<file path="src/rtl/mem_stage.sv">
// mem_stage: RV32I memory-access stage with req/ack data-memory handshake and one write-back record per instruction
module mem_stage (
  input  logic        clk,
  input  logic        rst,
  input  logic        in_valid,
  output logic        in_ready,
  input  logic [6:0]  opcode,
  input  logic [2:0]  funct3,
  input  logic [31:0] result,
  input  logic [31:0] data,
  input  logic [4:0]  rd,
  output logic        dmem_req,
  output logic        dmem_we,
  output logic [31:0] dmem_addr,
  output logic [3:0]  dmem_be,
  output logic [31:0] dmem_wdata,
  input  logic [31:0] dmem_rdata,
  input  logic        dmem_ack,
  output logic        wb_valid,
  output logic        wb_en,
  output logic [4:0]  wb_rd,
  output logic [31:0] wb_data,
  output logic        access_fault
);
  typedef enum logic {IDLE, WAIT} state_t;
  state_t state, state_nx;
  logic [2:0] f3_q;
  logic [1:0] a_q;
  logic [4:0] rd_q;
  logic is_load, is_store, f3_ok, misalign, fault, mem_go, writes, accept, ack_w;
  logic [3:0]  st_be;
  logic [31:0] st_wdata, shifted, ld_val;
  assign is_load  = opcode == 7'b0000011;
  assign is_store = opcode == 7'b0100011;
  assign f3_ok    = is_load ? (funct3 inside {3'b000, 3'b001, 3'b010, 3'b100, 3'b101}) : (funct3 inside {3'b000, 3'b001, 3'b010});
  // funct3[1:0] encodes access size for both loads and stores: 01 half, 10 word
  assign misalign = funct3[1:0] == 2'b01 ? result[0] : funct3[1:0] == 2'b10 ? |result[1:0] : 1'b0;
  assign fault    = (is_load | is_store) & (!f3_ok | misalign);
  assign mem_go   = (is_load | is_store) & !fault;
  assign writes   = opcode inside {7'b0110011, 7'b0010011, 7'b0110111, 7'b0010111, 7'b1101111, 7'b1100111};
  assign accept   = in_valid & in_ready;
  assign ack_w    = (state == WAIT) & dmem_ack;
  assign st_be    = funct3 == 3'b000 ? 4'b0001 << result[1:0] : funct3 == 3'b001 ? 4'b0011 << result[1:0] : 4'b1111;
  assign st_wdata = funct3 == 3'b000 ? {4{data[7:0]}} : funct3 == 3'b001 ? {2{data[15:0]}} : data;
  assign shifted  = dmem_rdata >> {a_q, 3'b000};
  assign ld_val   = f3_q == 3'b000 ? {{24{shifted[7]}}, shifted[7:0]} :
                    f3_q == 3'b001 ? {{16{shifted[15]}}, shifted[15:0]} :
                    f3_q == 3'b100 ? {24'b0, shifted[7:0]} :
                    f3_q == 3'b101 ? {16'b0, shifted[15:0]} : dmem_rdata;
  // state register
  always_ff @(posedge clk or posedge rst)
    if (rst) state <= IDLE;
    else state <= state_nx;
  // next state: leave IDLE only for a legal memory access, leave WAIT on ack
  always_comb
    state_nx = state == IDLE ? (accept && mem_go ? WAIT : IDLE) : (dmem_ack ? IDLE : WAIT);
  // the only combinational output
  always_comb
    in_ready = state == IDLE;
  // memory request and write-back record registers
  always_ff @(posedge clk or posedge rst)
    if (rst) begin
      dmem_req     <= 1'b0;
      dmem_we      <= 1'b0;
      dmem_addr    <= '0;
      dmem_be      <= '0;
      dmem_wdata   <= '0;
      wb_valid     <= 1'b0;
      wb_en        <= 1'b0;
      wb_rd        <= '0;
      wb_data      <= '0;
      access_fault <= 1'b0;
      f3_q         <= '0;
      a_q          <= '0;
      rd_q         <= '0;
    end else begin
      wb_valid     <= 1'b0;
      wb_en        <= 1'b0;
      access_fault <= 1'b0;
      if (accept && mem_go) begin
        dmem_req   <= 1'b1;
        dmem_we    <= is_store;
        dmem_addr  <= {result[31:2], 2'b00};
        dmem_be    <= is_store ? st_be : 4'b0000;
        dmem_wdata <= is_store ? st_wdata : 32'b0;
        f3_q       <= funct3;
        a_q        <= result[1:0];
        rd_q       <= rd;
      end else if (accept) begin
        wb_valid     <= 1'b1;
        wb_en        <= !fault && writes && rd != 5'd0;
        wb_rd        <= rd;
        wb_data      <= result;
        access_fault <= fault;
      end
      if (ack_w) begin
        dmem_req <= 1'b0;
        dmem_we  <= 1'b0;
        dmem_be  <= 4'b0000;
        wb_valid <= 1'b1;
        wb_en    <= !dmem_we && rd_q != 5'd0;
        wb_rd    <= rd_q;
        wb_data  <= dmem_we ? 32'b0 : ld_val;
      end
    end
endmodule

</file>
<file path="config.mk">
export PLATFORM = sky130hd
export DESIGN_NAME = mem_stage
export DESIGN_NICKNAME = d
export VERILOG_FILES = /design/src/rtl/mem_stage.sv
export SDC_FILE = /design/constraint.sdc
export NUM_CORES = 1
export LEC_CHECK = 0
export CAP_MARGIN = 15
export CORE_MARGIN = 1.5
export CORE_UTILIZATION = 30
export CTS_BUF_LIST = sky130_fd_sc_hd__clkbuf_4 sky130_fd_sc_hd__clkbuf_8
export DETAILED_ROUTE_END_ITERATION = 12
export GPL_TIMING_DRIVEN = 0
export HOLD_SLACK_MARGIN = 0.12
export MAX_ROUTING_LAYER = met4
export PLACE_DENSITY = 0.59
export SYNTH_ARGS = -nofsm -noshare
export SYNTH_HDL_FRONTEND = slang
export SYNTH_SLANG_ARGS = --single-unit
</file>
<file path="constraint.sdc">
create_clock -name clk -period 6.2 [get_ports clk]
set_input_delay 0.93 -clock clk [delete_from_list [all_inputs] [get_ports clk]]
set_output_delay 0.93 -clock clk [all_outputs]
set_load 0.03 [all_outputs]
</file>
==> metrics.md, run 1 <==
| Metric | Value |
|---|---|
| R2r worst-path depth | `5` |
| Die area | `21,000 um2` |
| Cell Area, Synth | `6040 um2` |
| Cell Rows | `51` |
| Req. time, crit path | `6530 ps` |
| WL/cell | `19.1 um` |
| Post-synthesis instance total | `599` |
| Die Width | `145 um` |
| DP HPWL | `16.2 mm` |
| Largest net degree at the start of global routing | `72` |
| Clock tree buffer depth | `2` |
| Synth Area per Inst | `10.1 um2` |
| WHS Endpoint | `dmem_wdata[2]` |
| CP Capture Type | `flop` |
| Worst-path fanout max | `10` |
| CTS clk-pin slew, worst paths | `70 ps` |
| Status | `finished clean` |
| Cts bufs inserted | `17` |
| Vias in the first global route | `5,489` |
| Worst slew margin | `36.1%` |
| Post-route DRC | `0` |
| Reg2reg start | `state` |
| Cts hold-fix bufs | `0` |
| Hold Crit Class | `flop to flop` |
| Worst reg-to-reg setup slack | `3650 ps` |
| Async set-reset flop share out of synthesis | `100%` |
| #FFs+latches synth | `119` |
| Htree depth | `4` |
| Final worst setup slack | `2990 ps` |
| CTS Root Cell | `clkbuf_8` |
| Pwr Total | `0.00196 W` |
| Boundary Pins | `226` |
| WHS Path Cells | `2` |
| HP Start | `dmem_wdata[2]` |
| Maximum vdd drop | `126 uV` |
| Congestion Overflow GR | `0` |
| Sink Count | `119` |
| First-pass GRT wire length | `32.1 mm` |
| Initial DRC count | `267` |
| CTS tree | `built` |
| Worst Clk Skew | `8.74 ps` |
| Dpl ws | `2500 ps` |
| Routed vias | `5,507` |
| FF-to-FF End | `wb_data[8]` |
| Yosys Warn Count | `0` |
| Unrepaired setup endpoints after global routing | `false` |
| Design Area, Final | `9000 um2` |
| Kind of critical path | `input port to flop` |
| Critical Path Start Type | `input port` |
| Antenna Violating Nets Remaining | `0` |
| GR Util All Layers | `21.2%` |
| Clock Latency Late Sink | `450 ps` |
| Final Hold Fails | `0` |
| Area grow syn2layout | `49.0%` |
| Cts repair resizes | `0` |
| Min cycle time layout | `3210 ps` |
| Distinct cells, synth | `47` |
| Die Height | `145 um` |
| Setup TNS | `0 ps` |
| Number of max-cap violations | `0` |
| Lkg Pwr | `3.72 nW` |
| Sequential cell area fraction in the yosys report | `49.3%` |
| Initial antenna violation count | `1` |
| EDFF count, synth | `0` |
| Top_reg_cell synth | `dfrtp_1` |
| Worst Tran Pin Value | `950 ps` |
| Postcts setup bufs | `0` |
| Initial core utilization | `30.8%` |
| Fin nets | `961` |
| Core footprint | `19,600 um2` |
| Final wirelength | `21.4 mm` |
| Dpl cell area | `8620 um2` |
| Worst Path Arrival | `3540 ps` |
| Period utilization | `51.8%` |
| Gpl congestion | `0.894` |
| Slew Limit Fails | `0` |
| P per Cell Area | `218 nW/um2` |
| Via-to-Cell Ratio | `4.92` |
| Layout cell share with drive strength beyond 1 | `11.0%` |
| DR pass1 iterations | `5` |
| F_max | `0.311 GHz` |
| Setup-failing EPs final | `0` |
| Port-buffer cells | `221` |
routing by layer:
layer | share of wire [%] | wire (um) | global-route usage (%) | vias to the layer above
li1 | - | - | - | 2651
met1 | 46 | 9840 | 28.4 | 2642
met2 | 45 | 9710 | 31.4 | 181
met3 | 5.8 | 1250 | 4.24 | 33
met4 | 2.7 | 577 | 8.77 | 0
met5 | 0 | 0 | - | -
through the flow:
stage | hold WS, ps | utilization (%) | cells
finish | 482 | 45.9 | 1120
global route | 509 | 45.9 | 1120
CTS | 485 | 45.9 | 1119
detailed placement | 469 | 44.0 | 1088
global placement | 461 | 43.8 | 1086
floorplan | 480 | - | 600
where the power goes:
group / switching (W) / internal (W) / total, W
Clock: 0.000325 / 0.000357 / 0.000682
Combinational: 0.000231 / 0.000200 / 0.000431
Sequential: 0.0000253 / 0.000821 / 0.000846
placed cells by master, fill, tap and decap left out, drive strengths merged, types with 10 or more instances in the layout:
cell type      count
clkdlybuf4s50    221
dfrtp            119
nand2             73
o21ai             69
clkbuf            56
mux2              40
a21oi             34
mux2i             32
a2bb2oi           20
nor2              18
inv               18
buf               17
nand3             16
o31ai             16
a21o              16
nand2b            10
how the worst max path moves through the flow:
| stage | startpoint | endpoint | slack [ps] | cells after the start |
|---|---|---|---|---|
| after global placement | rst | dmem_addr[12] | 60 | 2 |
| after CTS | result[1] | dmem_addr[12] | 2970 | 8 |
| after global routing | result[0] | dmem_wdata[17] | 2770 | 10 |
| final | result[1] | dmem_addr[12] | 2990 | 8 |
| after floorplan | rst | a_q[0] | 2110 | 1 |
| after detailed placement | result[1] | dmem_addr[12] | 2500 | 8 |
synthesized netlist by cell type, drive strengths merged, types with 16 or more instances:
cell type	number	share of area (%)
inv	18	1.1
a21oi	34	2.8
mux2	40	7.5
clkbuf	34	2.1
nor2	18	1.2
mux2i	32	5.3
o31ai	16	2.0
a21o	16	2.0
dfrtp	119	49
o21ai	69	5.7
nand3	16	1.3
a2bb2oi	20	3.0
nand2	73	4.5
kinds of logic after synthesis:
family                     synth area share [%]
other                                    0.0621
muxes                                      12.8
buffers and inverters                      4.70
and+or+nand+nor                            11.2
DFF                                        49.3
AOI/OAI and AO/OA                          21.1
adders and majority gates                 0.829
critical path: stages:
cell	delay (ps)
clkdlybuf4s50_1	530
inv_1	170
ha_1	180
nand2b_1	70
a221oi_2	360
nand3_1	360
clkbuf_1	490
mux2_1	440
registers in the layout (all words and copies together) (netlist names):
name and flops:
wb_rd 5, rd_q 5, dmem_be 4, access_fault 1, dmem_we 1, wb_en 1, a_q 2, dmem_wdata 32
wb_valid 1, f3_q 3, state 1, wb_data 32, dmem_req 1, dmem_addr 30
area by class of cell:
type / instances / area (um2)
flip-flops and latches: 119 / 2980
diodes: 1 / 2.50
inverters: 19 / 76.3
plain buffers: 49 / 213
multi-input cells: 413 / 2780
clock buffers: 22 / 297
fillers: 1898 / 10600
well taps: 265 / 332
repair buffers: 223 / 2240
clock inverters: 9 / 75.1
No activity file was read; power rests on OpenSTA's default activity.
==> run 2: changes to the inputs <==
--- a/config.mk
+++ b/config.mk
@@ -13,7 +13,7 @@
 export GPL_TIMING_DRIVEN = 0
 export HOLD_SLACK_MARGIN = 0.12
 export MAX_ROUTING_LAYER = met4
-export PLACE_DENSITY = 0.59
+export PLACE_DENSITY = 0.61
 export SYNTH_ARGS = -nofsm -noshare
 export SYNTH_HDL_FRONTEND = slang
 export SYNTH_SLANG_ARGS = --single-unit
==> constraint.sdc (replaced) <==
create_clock -name clk -period 2.76 [get_ports clk]
set_input_delay 0.414 -clock clk [delete_from_list [all_inputs] [get_ports clk]]
set_output_delay 0.414 -clock clk [all_outputs]
set_load 0.03 [all_outputs]
==> metrics.md, run 2 (synthesis results as in run 1) <==
| Metric | Value |
|---|---|
| Req. time, crit path | `3080 ps` |
| Worst Path Arrival | `2920 ps` |
| Setup-failing EPs final | `0` |
| Status | `finished clean` |
| Congestion Overflow GR | `0` |
| Hold Crit Class | `input port to asynchronous set/reset pin` |
| Slowest CP cell | `clkdlybuf4s50_1` |
| Antenna Violating Nets Remaining | `0` |
| Cell Rows | `51` |
| Sink Count | `119` |
| CTS tree | `built` |
| Layout cell share with drive strength beyond 1 | `11.9%` |
| Gpl congestion | `0.898` |
| Area grow syn2layout | `50.2%` |
| First-pass GRT wire length | `32.1 mm` |
| Clock Latency Late Sink | `440 ps` |
| Crit-path cells | `clkdlybuf4s50_1 > inv_1 > ha_1 > nand2b_1 > a221oi_2 > nand3_1 > clkbuf_1 > mux2_1` |
| CTS Root Cell | `clkbuf_8` |
| GR Util All Layers | `21.4%` |
| Final Hold Fails | `0` |
| Top flop regs | `dmem_wdata x32, wb_data x32, dmem_addr x30` |
| Worst Tran Pin Value | `814 ps` |
| Clock tree buffer depth | `2` |
| Lkg Pwr | `3.76 nW` |
| Worst Clk Skew | `7.74 ps` |
| Worst path max stage delay | `530 ps` |
| CTS clk-pin slew, worst paths | `70 ps` |
| Cts hold-fix bufs | `0` |
| Largest net degree at the start of global routing | `39` |
| Port-buffer cells | `221` |
| Die Height | `145 um` |
| F_max | `0.384 GHz` |
| Period utilization | `94.3%` |
| Min cycle time layout | `2600 ps` |
| Core footprint | `19,600 um2` |
| DR pass1 iterations | `5` |
| Critical Path Start Type | `input port` |
| Fin nets | `963` |
| CP Capture Type | `flop` |
| Maximum vdd drop | `273 uV` |
| Number of max-cap violations | `0` |
| Cts bufs inserted | `17` |
| Routed vias | `5,495` |
| DP HPWL | `16.3 mm` |
| Die area | `21,000 um2` |
| Slew Limit Fails | `0` |
| Initial antenna violation count | `1` |
| Worst-path fanout max | `10` |
| Via-to-Cell Ratio | `4.89` |
| Die Width | `145 um` |
| Vias in the first global route | `5,471` |
| Initial DRC count | `258` |
| Post-route DRC | `0` |
| Final wirelength | `21.3 mm` |
| WL/cell | `19.0 um` |
| Unrepaired setup endpoints after global routing | `false` |
| Initial core utilization | `30.8%` |
| Commonest non-fill, non-tap cells in the layout | `clkdlybuf4s50_1 (221), dfrtp_1 (119), nand2_1 (73)` |
| Commonest non-fill, non-tap cell in the layout | `clkdlybuf4s50_1` |
| Worst slew margin | `45.5%` |
| Boundary Pins | `226` |
| Htree depth | `4` |
| P per Cell Area | `501 nW/um2` |
| Kind of critical path | `input port to flop` |
| Setup TNS | `0 ps` |
| Hold WS | `315 ps` |
[run 2: changes by cell type in the layout (fill, tap and decap cells not counted)]
| cell | before | now |
|---|---|---|
| clkbuf_8 | 21 | 18 |
| clkbuf_1 | 34 | 30 |
| clkbuf_2 | 0 | 4 |
| nor2_1 | 17 | 16 |
| buf_16 | 1 | 0 |
| buf_12 | 0 | 3 |
| inv_6 | 1 | 0 |
| nor2_2 | 1 | 2 |
| bufinv_16 | 1 | 3 |
| clkbuf_4 | 1 | 4 |
[run 2: metal layers]
metal,vias to the layer above,GRT usage (%),share of wire (%)
met5,-,-,0
met4,0,9.30,2.5
met3,32,4.94,6.5
met2,169,30.9,45
met1,2634,28.6,46
li1,2660,-,-
[run 2: timing repair]
| item | in CTS | in global routing |
|---|---|---|
| gates resized for setup | 0 | 10 |
| setup endpoints to repair | 0 | 28 |
| setup buffers | 0 | 0 |
[run 2: worst paths after layout]
kind | start | end | slack (ps) | depth (start not counted)
max | result[1] | rd_q[0] | 160 | 8
min | rst | rd_q[1] | 320 | 2
max reg2reg | a_q[0] | wb_data[8] | 380 | 7
min reg2reg | dmem_req | dmem_req | 480 | 2
max in group asynchronous | rst | dmem_addr[20] | 1670 | 4
min in group clk | dmem_req | dmem_req | 480 | 2
[run 2: where the power goes]
part           internal [W]  total (W)  switching, W
registers           0.00184    0.00190     0.0000546
clock network      0.000947    0.00167      0.000721
logic              0.000455   0.000976      0.000521
[run 2: layout make-up]
cell class | instances | area [um2]
Antenna cell | 1 | 2.50
Buffer | 49 | 218
Clock buffer | 22 | 278
Clock inverter | 10 | 128
Fill cell | 1901 | 10500
Inverter | 19 | 75.1
Multi-Input combinational cell | 413 | 2780
Sequential cell | 119 | 2980
Tap cell | 265 | 332
Timing Repair Buffer | 225 | 2280
[run 2: through the flow]
step	power (W)	setup slack, ps	instances	area [um2]	utilization, %
floorplan	0.00241	793	600	6050	-
global placement	0.00290	-406	1086	8590	43.9
detailed placement	0.00291	-396	1090	8660	44.2
CTS	0.00458	88.3	1122	9060	46.3
global route	0.00475	1.22	1123	9070	46.3
finish	0.00454	158	1123	9070	46.3
[run 2: worst max-delay path: cells and delay by family]
kind                     cells  cell delay [ps]
buffers and inverters        3             1120
adder cells (fa/ha/maj)      1              180
multiplexers                 1              410
AO/OA/AOI/OAI                1              350
AND/OR/NAND/NOR              2              430
